--- config.mk ---
export PLATFORM = sky130hd
export DESIGN_NAME = nexi_uart_rx_fifo
export DESIGN_NICKNAME = d
export VERILOG_FILES = /design/src/rtl/nexi_uart_rx_fifo.sv
export SDC_FILE = /design/constraint.sdc
export NUM_CORES = 1
export LEC_CHECK = 0
export CELL_PAD_IN_SITES_DETAIL_PLACEMENT = 2
export CELL_PAD_IN_SITES_GLOBAL_PLACEMENT = 2
export CORE_ASPECT_RATIO = 0.8
export CORE_UTILIZATION = 45
export DETAILED_ROUTE_END_ITERATION = 16
export GPL_TIMING_DRIVEN = 0
export PLACE_DENSITY = 0.83
export SLEW_MARGIN = 20
export SYNTH_ARGS = -nofsm -noshare
export SYNTH_HDL_FRONTEND = slang
export SYNTH_SLANG_ARGS = --single-unit
--- constraint.sdc ---
create_clock -name clk_16x_bps -period 8.75 [get_ports clk_16x_bps]
set_input_delay 0.875 -clock clk_16x_bps [delete_from_list [all_inputs] [get_ports clk_16x_bps]]
set_output_delay 0.875 -clock clk_16x_bps [all_outputs]
set_load 0.1 [all_outputs]
--- src/rtl/nexi_uart_rx_fifo.sv ---
// nexi_uart_rx_fifo: 16x-oversampled UART receiver feeding a first-word-fall-through FIFO.
// Frame: 1 start bit, DATA_BITS data bits (LSB first), optional parity, 1 or 2 stop bits.
// Framing, parity and overrun errors are sticky until err_clr.
// Optional build macro NEXI_UART_RX_BREAK_EN adds a sticky break_det output: an all-zero
// frame (data, parity and stop bits) then reports a break instead of a framing error.
module nexi_uart_rx_fifo #(
    parameter int unsigned DATA_BITS  = 8,
    parameter int unsigned PARITY     = 0,
    parameter int unsigned STOP_BITS  = 1,
    parameter int unsigned FIFO_DEPTH = 8,
    parameter int unsigned CNT_W      = $clog2(FIFO_DEPTH) + 1
) (
    input  logic                 clk_16x_bps,
    input  logic                 rst_n,
    input  logic                 rx_pin,
    input  logic                 rd_en,
    output logic [DATA_BITS-1:0] data,
    output logic                 data_valid,
    output logic [CNT_W-1:0]     fifo_count,
    input  logic                 err_clr,
    output logic                 framing_err,
    output logic                 parity_err,
`ifdef NEXI_UART_RX_BREAK_EN
    output logic                 overrun,
    output logic                 break_det
`else
    output logic                 overrun
`endif
);

    localparam int unsigned PTR_W   = $clog2(FIFO_DEPTH);
    localparam logic        PAR_ODD = (PARITY == 1);
`ifdef NEXI_UART_RX_BREAK_EN
    localparam logic        BREAK_EN = 1'b1;
`else
    localparam logic        BREAK_EN = 1'b0;
`endif

    typedef enum logic [2:0] {StIdle, StStart, StData, StParity, StStop} state_e;

    // ------------------------------------------------------------------
    // Input synchroniser and edge detect
    // ------------------------------------------------------------------
    logic sync1_q, sync2_q, sync3_q;
    logic fall;

    // Two flops against metastability, third flop for falling-edge detection.
    always_ff @(posedge clk_16x_bps) begin
        if (!rst_n) begin
            sync1_q <= 1'b1;
            sync2_q <= 1'b1;
            sync3_q <= 1'b1;
        end else begin
            sync1_q <= rx_pin;
            sync2_q <= sync1_q;
            sync3_q <= sync2_q;
        end
    end

    assign fall = sync3_q & ~sync2_q;

    // ------------------------------------------------------------------
    // Receive FSM
    // ------------------------------------------------------------------
    state_e               state_q, state_d;
    logic [3:0]           cnt_q, cnt_d;
    logic [2:0]           samp_q, samp_d;
    logic [DATA_BITS-1:0] shift_q, shift_d;
    logic [3:0]           bit_idx_q, bit_idx_d;
    logic                 par_bad_q, par_bad_d;
    logic                 stop_low_q, stop_low_d;
    logic                 stop_idx_q, stop_idx_d;
    logic                 all_zero_q, all_zero_d;
    logic                 armed_q, armed_d;
    logic                 maj;
    logic                 push_req;
    logic                 set_frame;
    logic                 set_parity;
`ifdef NEXI_UART_RX_BREAK_EN
    logic                 set_break;
`endif

    assign maj = (samp_q[0] & samp_q[1]) | (samp_q[0] & samp_q[2]) | (samp_q[1] & samp_q[2]);

    // FSM state and per-frame bookkeeping registers.
    always_ff @(posedge clk_16x_bps) begin
        if (!rst_n) begin
            state_q    <= StIdle;
            cnt_q      <= '0;
            samp_q     <= '0;
            shift_q    <= '0;
            bit_idx_q  <= '0;
            par_bad_q  <= 1'b0;
            stop_low_q <= 1'b0;
            stop_idx_q <= 1'b0;
            all_zero_q <= 1'b0;
            armed_q    <= 1'b1;
        end else begin
            state_q    <= state_d;
            cnt_q      <= cnt_d;
            samp_q     <= samp_d;
            shift_q    <= shift_d;
            bit_idx_q  <= bit_idx_d;
            par_bad_q  <= par_bad_d;
            stop_low_q <= stop_low_d;
            stop_idx_q <= stop_idx_d;
            all_zero_q <= all_zero_d;
            armed_q    <= armed_d;
        end
    end

    // Next-state logic: mid-bit sampling, bit assembly and end-of-frame decisions.
    always_comb begin
        state_d    = state_q;
        cnt_d      = cnt_q;
        samp_d     = samp_q;
        shift_d    = shift_q;
        bit_idx_d  = bit_idx_q;
        par_bad_d  = par_bad_q;
        stop_low_d = stop_low_q;
        stop_idx_d = stop_idx_q;
        all_zero_d = all_zero_q;
        armed_d    = armed_q;
        push_req   = 1'b0;
        set_frame  = 1'b0;
        set_parity = 1'b0;
`ifdef NEXI_UART_RX_BREAK_EN
        set_break  = 1'b0;
`endif

        // After a break the line must be seen high before a new start is accepted.
        if (!armed_q && sync2_q) begin
            armed_d = 1'b1;
        end

        if (state_q != StIdle) begin
            cnt_d = cnt_q + 4'd1;
            if (cnt_q == 4'd7) samp_d[0] = sync2_q;
            if (cnt_q == 4'd8) samp_d[1] = sync2_q;
            if (cnt_q == 4'd9) samp_d[2] = sync2_q;
        end

        unique case (state_q)
            StIdle: begin
                if (fall && armed_q) begin
                    state_d    = StStart;
                    cnt_d      = '0;
                    bit_idx_d  = '0;
                    par_bad_d  = 1'b0;
                    stop_low_d = 1'b0;
                    stop_idx_d = 1'b0;
                    all_zero_d = 1'b1;
                end
            end
            StStart: begin
                if (cnt_q == 4'd10 && maj) begin
                    state_d = StIdle;  // false start, glitch on idle line
                end else if (cnt_q == 4'd15) begin
                    state_d = StData;
                end
            end
            StData: begin
                if (cnt_q == 4'd15) begin
                    shift_d    = {maj, shift_q[DATA_BITS-1:1]};
                    all_zero_d = all_zero_q & ~maj;
                    bit_idx_d  = bit_idx_q + 4'd1;
                    if (bit_idx_q == 4'(DATA_BITS - 1)) begin
                        state_d = (PARITY != 0) ? StParity : StStop;
                    end
                end
            end
            StParity: begin
                if (cnt_q == 4'd15) begin
                    par_bad_d  = (^shift_q) ^ maj ^ PAR_ODD;
                    all_zero_d = all_zero_q & ~maj;
                    state_d    = StStop;
                end
            end
            StStop: begin
                if (STOP_BITS == 2 && !stop_idx_q) begin
                    if (cnt_q == 4'd15) begin
                        stop_low_d = ~maj;
                        all_zero_d = all_zero_q & ~maj;
                        stop_idx_d = 1'b1;
                    end
                end else if (cnt_q == 4'd10) begin
                    // Leave early so a start edge in the stop bit's second half is caught.
                    state_d = StIdle;
                    if (stop_low_q || !maj) begin
                        if (BREAK_EN && all_zero_q && !maj) begin
`ifdef NEXI_UART_RX_BREAK_EN
                            set_break = 1'b1;
`endif
                            armed_d   = 1'b0;
                        end else begin
                            set_frame = 1'b1;
                        end
                    end else begin
                        push_req   = 1'b1;
                        set_parity = par_bad_q;
                    end
                end
            end
            default: state_d = StIdle;
        endcase
    end

    // ------------------------------------------------------------------
    // Receive FIFO (first-word-fall-through)
    // ------------------------------------------------------------------
    logic [DATA_BITS-1:0] mem_q [FIFO_DEPTH];
    logic [PTR_W-1:0]     wr_ptr_q, rd_ptr_q;
    logic [CNT_W-1:0]     count_q;
    logic                 full;
    logic                 pop;
    logic                 push_ok;
    logic                 ovr_set;

    assign full    = (count_q == CNT_W'(FIFO_DEPTH));
    assign pop     = rd_en && (count_q != '0);
    // A pop on the same edge frees the slot, so a full FIFO still accepts the frame.
    assign push_ok = push_req && (!full || pop);
    assign ovr_set = push_req && full && !pop;

    // Storage array; contents are don't-care until written, so no reset.
    always_ff @(posedge clk_16x_bps) begin
        if (push_ok) begin
            mem_q[wr_ptr_q] <= shift_q;
        end
    end

    // Pointers wrap naturally since FIFO_DEPTH is a power of two.
    always_ff @(posedge clk_16x_bps) begin
        if (!rst_n) begin
            wr_ptr_q <= '0;
            rd_ptr_q <= '0;
            count_q  <= '0;
        end else begin
            if (push_ok) wr_ptr_q <= wr_ptr_q + 1'b1;
            if (pop)     rd_ptr_q <= rd_ptr_q + 1'b1;
            if (push_ok && !pop)      count_q <= count_q + 1'b1;
            else if (pop && !push_ok) count_q <= count_q - 1'b1;
        end
    end

    // ------------------------------------------------------------------
    // Sticky error flags: a set on the same edge as err_clr wins.
    // ------------------------------------------------------------------
    logic framing_q, parity_q, overrun_q;

    // Flag registers.
    always_ff @(posedge clk_16x_bps) begin
        if (!rst_n) begin
            framing_q <= 1'b0;
            parity_q  <= 1'b0;
            overrun_q <= 1'b0;
        end else begin
            framing_q <= set_frame  | (framing_q & ~err_clr);
            parity_q  <= set_parity | (parity_q  & ~err_clr);
            overrun_q <= ovr_set    | (overrun_q & ~err_clr);
        end
    end

`ifdef NEXI_UART_RX_BREAK_EN
    logic break_q;

    // Break flag register.
    always_ff @(posedge clk_16x_bps) begin
        if (!rst_n) begin
            break_q <= 1'b0;
        end else begin
            break_q <= set_break | (break_q & ~err_clr);
        end
    end

    assign break_det = break_q;
`endif

    assign data_valid  = (count_q != '0);
    assign data        = data_valid ? mem_q[rd_ptr_q] : '0;
    assign fifo_count  = count_q;
    assign framing_err = framing_q;
    assign parity_err  = parity_q;
    assign overrun     = overrun_q;

endmodule
==> results.ini <==
[run_status]
status = complete, no violations

[yosys]
yosys_register_bits = 106
synthTopCellsByArea = edfxtp_1 (43%), dfxtp_1 (19%), mux4_2 (8.0%)
synthFlopType = edfxtp_1
syn_area_per_cell_um2 = 13.50
yosysTopAreaCellShare = 0.4263
yosysUniqueCellTypes = 43
yosysTopAreaCell = edfxtp_1
netlist_instances = 334
yosysSeqAreaShare = 0.6128
synth-edff-count = 64
synth_nets = 350
syn-cell-area_um2 = 4508
async_reset_ff_frac = 0
synth.yosys.warnings = 0

[timing]
hold_ws_ns = 0.4165
slew_headroom = 0.3256
max_freq_mhz = 246.7
hold_viol = 0
final-setup-viol-count = 0
skew_ns = 0.008948
rsz0062_at_grt = no
period_minus_slack_ns = 4.053
setup_tns_ns = 0
slew_violations = 0
tightestPinTransition_ns = 1.008
period_share = 0.4632

[min_path]
min_path_cells = 1
whs_endpoint = sync2_q
hold_class = flip-flop to flip-flop
holdCritStartpoint = sync1_q

[worst_setup_path]
cp-start-kind = flip-flop
r2r-end = fifo_count[3]
required_ns = 7.88
r2r_start = cnt_q[0]
worst-path-max-fanout = 10
critical_path_class = flip-flop to output pin
rrSetupSlack_ns = 5.41
crit_arrival_ns = 3.18
ff2ff_path_depth = 14
cp-end-kind = output pin

[pwr]
power_density_nw_per_um2 = 255.8
p_leak_nw = 1.711
vdd_ir_drop_max_mv = 0.09353

[place]
port_buffers = 20
placed_area_um2 = 4888
place_congestion = 0.7310
dp_hpwl_mm = 8.498
post-place-cells = 490

[clocking]
clockBufferDepth = 2
post-cts-setup-buffers = 0
cts_tree = yes
clk_pin_slew_ns = 0.07
ctsResizeCount = 0
root_buffer = clkbuf_16
clock-sinks = 106
ctsHoldBuffers = 0
htree_levels = 3
clk_latency_ns = 0.35
cts_buffers = 9

[layout]
fin_nets = 381
final_cells = 506
area_growth_syn_to_layout_pct = 15.65
drive_gt1_frac = 0.1270
final_common_cell = edfxtp_1
final_cell_mix = edfxtp_1 (64), dfxtp_1 (42), nand2_1 (24)
design_area_um2 = 5214
antenna_cells = 0
fin_util = 0.5381

[routing]
drtIter0Drc = 153
viasPerCell = 5.646
routed-via-count = 2857
finalWirelength_mm = 13.24
drc_errors = 0
final_antenna_net_count = 0
wl_per_cell_um = 26.17
drt_pass1_iterations = 4

[floorplan]
floorplan.initialDensity = 0.4653
io_pins = 21
num_rows = 32
die_area_um2 = 10420
dieHeight_um = 91.52
core_um2 = 9689
die_width_um = 113.9

[grt]
grt_pass1_vias = 3180
grtUsageTotal = 0.2798
antenna_found_initial = 0
grt_pass1_wl_mm = 20.18
grt_max_degree = 17
grt-ovfl-total = 0

[run]
cap_violations = 0

metal layers:
metal  global-route usage  part of all wire  vias up  routed length (um)
li1                     -                 -     1273                   -
met1               0.3384              0.42     1497                5549
met2               0.5005              0.53       68                7029
met3              0.05474             0.030       19                 392
met4              0.09091             0.021        0                 272
met5                    0                 0        -                   0
state kept, by name (all words and copies together) (netlist names), named ones only:
register	cells
mem_q	64
shift_q	8
bit_idx_q	4
cnt_q	4
fifo_count	4
rd_ptr_q	3
samp_q	3
state_q	3
wr_ptr_q	3
framing_err	1
overrun	1
par_bad_q	1
parity_err	1
sync1_q	1
sync2_q	1
sync3_q	1
kinds of logic (layout without fill, tap and decap cells):
group           after synthesis  count (layout)  synth area share
simple gates                115             115            0.1368
flops                       106             106            0.6128
compound gates               37              37           0.05912
mux                          28              28            0.1066
buf+inv                      20              56           0.01887
xor+xnor                     16              16           0.03109
fa+ha+maj                    12              12           0.03469
worst max-delay path by stage:
stage,start,to
final,flip-flop,data[1]
after global routing,flip-flop,data[7]
after CTS,flip-flop,data[1]
after detailed placement,flip-flop,data[7]
after global placement,flip-flop,data[0]
after floorplan,fifo_count[0],data[0]
worst max-delay path: stages, from the launching register on:
cell             delay (ns)
dfxtp_1                0.32
clkbuf_2               0.24
buf_1                  0.51
mux4_2                 0.37
mux2i_1                0.09
nor2_1                 0.13
clkdlybuf4s50_1        1.16
Yosys cell counts, types with 2 or more instances:
cell      count
a21boi_0     15
a21oi_1       6
and2_1       11
and3_1        2
buf_1         2
buf_2         4
clkbuf_1      6
dfxtp_1      42
edfxtp_1     64
ha_1         10
inv_1         5
mux2i_1      12
mux4_2       16
nand2_1      24
nand2b_1     10
nand3_1      18
nand3b_1      3
nor2_1       20
nor2b_1      10
nor3_1        6
nor3b_1       3
o21ai_0       8
or3_1         3
xnor2_1      14
xor2_1        2
stage by stage:
stage | total power, mW | setup slack [ns]
6_report | 1.334 | 4.697
5_1_grt | 1.368 | 4.558
4_1_cts | 1.340 | 4.677
3_5_place_dp | 0.8964 | 5.053
3_3_place_gp | 0.8837 | 5.130
2_1_floorplan | 0.8152 | 5.285
layout make-up:
| cell class | count | area (um2) |
|---|---|---|
| Sequential cell | 106 | 2763 |
| Clock buffer | 13 | 282.8 |
| Clock inverter | 3 | 42.54 |
| Timing Repair Buffer | 20 | 200.2 |
| Fill cell | 913 | 4476 |
| Tap cell | 136 | 170.2 |
| Buffer | 14 | 62.56 |
| Multi-Input combinational cell | 208 | 1670 |
| Inverter | 6 | 22.52 |
where the power goes:
group	internal (mW)	total, mW	leakage, nW	switching, mW
registers	0.530	0.543	0.932	0.0127
clock network	0.257	0.439	0.156	0.183
logic	0.0950	0.352	0.624	0.257
total	0.882	1.33	1.71	0.452
No activity file was read; power rests on OpenSTA's default activity.
==> patch (config.mk and constraints unchanged) <==
Register the inputs `rx_pin` and `rd_en` before use, without a reset. The logic sees them one clock later. The other inputs are not delayed to match.
--- a/src/rtl/nexi_uart_rx_fifo.sv
+++ b/src/rtl/nexi_uart_rx_fifo.sv
@@ -38,6 +38,14 @@
 
     typedef enum logic [2:0] {StIdle, StStart, StData, StParity, StStop} state_e;
 
+    logic rx_pin_q;
+    logic rd_en_q;
+
+    always_ff @(posedge clk_16x_bps) begin
+        rx_pin_q <= rx_pin;
+        rd_en_q  <= rd_en;
+    end
+
     // ------------------------------------------------------------------
     // Input synchroniser and edge detect
     // ------------------------------------------------------------------
@@ -51,7 +59,7 @@
             sync2_q <= 1'b1;
             sync3_q <= 1'b1;
         end else begin
-            sync1_q <= rx_pin;
+            sync1_q <= rx_pin_q;
             sync2_q <= sync1_q;
             sync3_q <= sync2_q;
         end
@@ -217,7 +225,7 @@
     logic                 ovr_set;
 
     assign full    = (count_q == CNT_W'(FIFO_DEPTH));
-    assign pop     = rd_en && (count_q != '0);
+    assign pop     = rd_en_q && (count_q != '0);
     // A pop on the same edge frees the slot, so a full FIFO still accepts the frame.
     assign push_ok = push_req && (!full || pop);
     assign ovr_set = push_req && full && !pop;
Function: same outputs for any inputs over 10 cycles, from zero or initial values and one cycle with rst_n low; that may be too few to reach the edited logic, so the function may still have changed.
==> patch against the original RTL <==
Via count is 6.4% lower. Cell count is 3.0% lower. Power is 0.71% higher. Sequential power grew 3%. Global-route usage shrank 3.2 points. Final area down 1.5%. Synthesized cell count decreased by 4.5%. Die area shrank 0.70%. Setup slack worse by 0.023 ns. Clock power is 13% lower. Sequential cell count grew 2. Sequential share of layout area increased by 1.6 points. Routed wire length decreased by 12%. Synthesized area decreased by 0.72%. Highest routed layer unchanged.
==> patch: results <==
set metrics [dict create \
    status "finished, final reports clean" \
    crit_arrival_ns 3.20 \
    clkTransAtPathRegs_ns 0.07 \
    async_flop_share_pct 0 \
    synth_compound_area_share_pct 3.30 \
    grt_max_degree 18 \
    place.gp.congestion 0.709 \
    placed_area_um2 4860 \
    cts_made_buffers 9 \
    largestRegisters "mem_q: 64 flops, shift_q: 8 flops" \
    yosysUniqueCellTypes 45 \
    first_global_vias 3014 \
    synthAdderAreaFrac_pct 3.49 \
    synth_edf_count 64 \
    h-tree-depth 3 \
    clock_latency_ns 0.35 \
    muxShareOfSynthArea_pct 12.1 \
    vias 2675 \
    cts_setup_buffers 0 \
    holdCritPathClass "reg2reg" \
    path_delay_family "buffers and inverters" \
    drv_cap 0 \
    cp_slowest_cell "clkdlybuf4s50_1" \
    diodes 0 \
    fillers 868 \
    setup-violations-final 0 \
    drtIter0Drc 158 \
    path_max_fanout 10 \
    post_cts_resized 0 \
    ir_drop_uv 96.9 \
    power_leakage_nw 1.73 \
    drive_gt1_share_pct 13.0 \
    ant_nets 0 \
    ys_seq_area_share_pct 62.6 \
    drt-total-wl_mm 11.6 \
    synth_fp_nets 335 \
    nNetsFinal 366 \
    synth_area_leaders "edfxtp_1, dfxtp_1, mux4_2, mux2i_1, xnor2_1" \
    io_buffers 20 \
    skew_ns 0.0111 \
    clockRootBuffer "clkbuf_16" \
    yosys_warnings 0 \
    dr.pass1.iters 4 \
    cp_slowest_stage_delay_ns 1.15 \
    tightest_slew_ns 1.01 \
    ys_top_cells_by_count "edfxtp_1, dfxtp_1, nor2_1" \
    antenna_found_initial 0 \
    synth_xor_xnor_area_share_pct 3.72 \
    clock_path_buffers 2 \
    grt_usage_pct 24.8 \
    place_hpwl_mm 8.13 \
    grt_pass1_wl_mm 18.0 \
]
==> patch: cell count changes in the layout (fill, tap and decap cells not counted), sizes merged, moves of 4 or more <==
cell / unedited run / this run
o21ai: 8 / 3
clkbuf: 20 / 15
nand2: 24 / 20
nand3: 18 / 10
a21boi: 16 / 7
mux2i: 12 / 18
nor2: 21 / 28
==> patch: power breakdown <==
group | switching, mW | internal [mW] | total, mW
Sequential | 0.0169 | 0.543 | 0.560
Combinational | 0.286 | 0.117 | 0.402
Clock | 0.179 | 0.202 | 0.381
==> patch: worst paths after layout <==
check,to,cells past startpoint,start,slack (ns)
min reg2reg,sync2_q,1,sync1_q,0.42
max,data[0],6,register,4.67
max reg2reg,fifo_count[3],14,cnt_q[0],5.57
min,sync2_q,1,sync1_q,0.42
==> patch: stage by stage <==
stage / setup WS, ns / util, % / std cells / hold slack (ns)
floorplan: 5.29 / - / 319 / 0.386
global placement: 5.15 / 50.2 / 475 / 0.400
detailed placement: 5.03 / 50.3 / 475 / 0.412
CTS: 4.65 / 53.2 / 491 / 0.423
global route: 4.53 / 53.2 / 491 / 0.450
finish: 4.67 / 53.2 / 491 / 0.421
==> patch: logic make-up after synthesis <==
logic type,count (synthesis)
and+or+nand+nor,109
DFF,108
muxes,34
AOI/OAI and AO/OA,21
xor gates and xnor gates,19
buffers and inverters,16
adders and majority gates,12
==> patch: worst register-to-register path: stages (launching register included) <==
cell	delay (ns)
dfxtp_1	0.40
inv_1	0.11
ha_1	0.20
and3b_1	0.25
and4_4	0.24
and2_1	0.17
buf_6	0.13
ha_1	0.23
inv_1	0.12
ha_1	0.25
a21o_1	0.19
a21oi_1	0.21
xnor2_1	0.12
or3_1	0.33
a21boi_1	0.17
==> patch: area by class of cell <==
type                            instances  area share, %
Inverter                                7          0.512
Sequential cell                       108           54.6
Timing Repair Buffer                   20           3.90
Multi-Input combinational cell        195           31.3
Clock buffer                           11           4.73
Tap cell                              136           3.31
Clock inverter                          5          0.682
Buffer                                  9          0.926
==> patch: routing by layer <==
layer  wire, µm  track usage [%]
met3        298             5.47
met5          0                0
met1       4960             29.7
met2       6010             43.4
met4        326             9.76
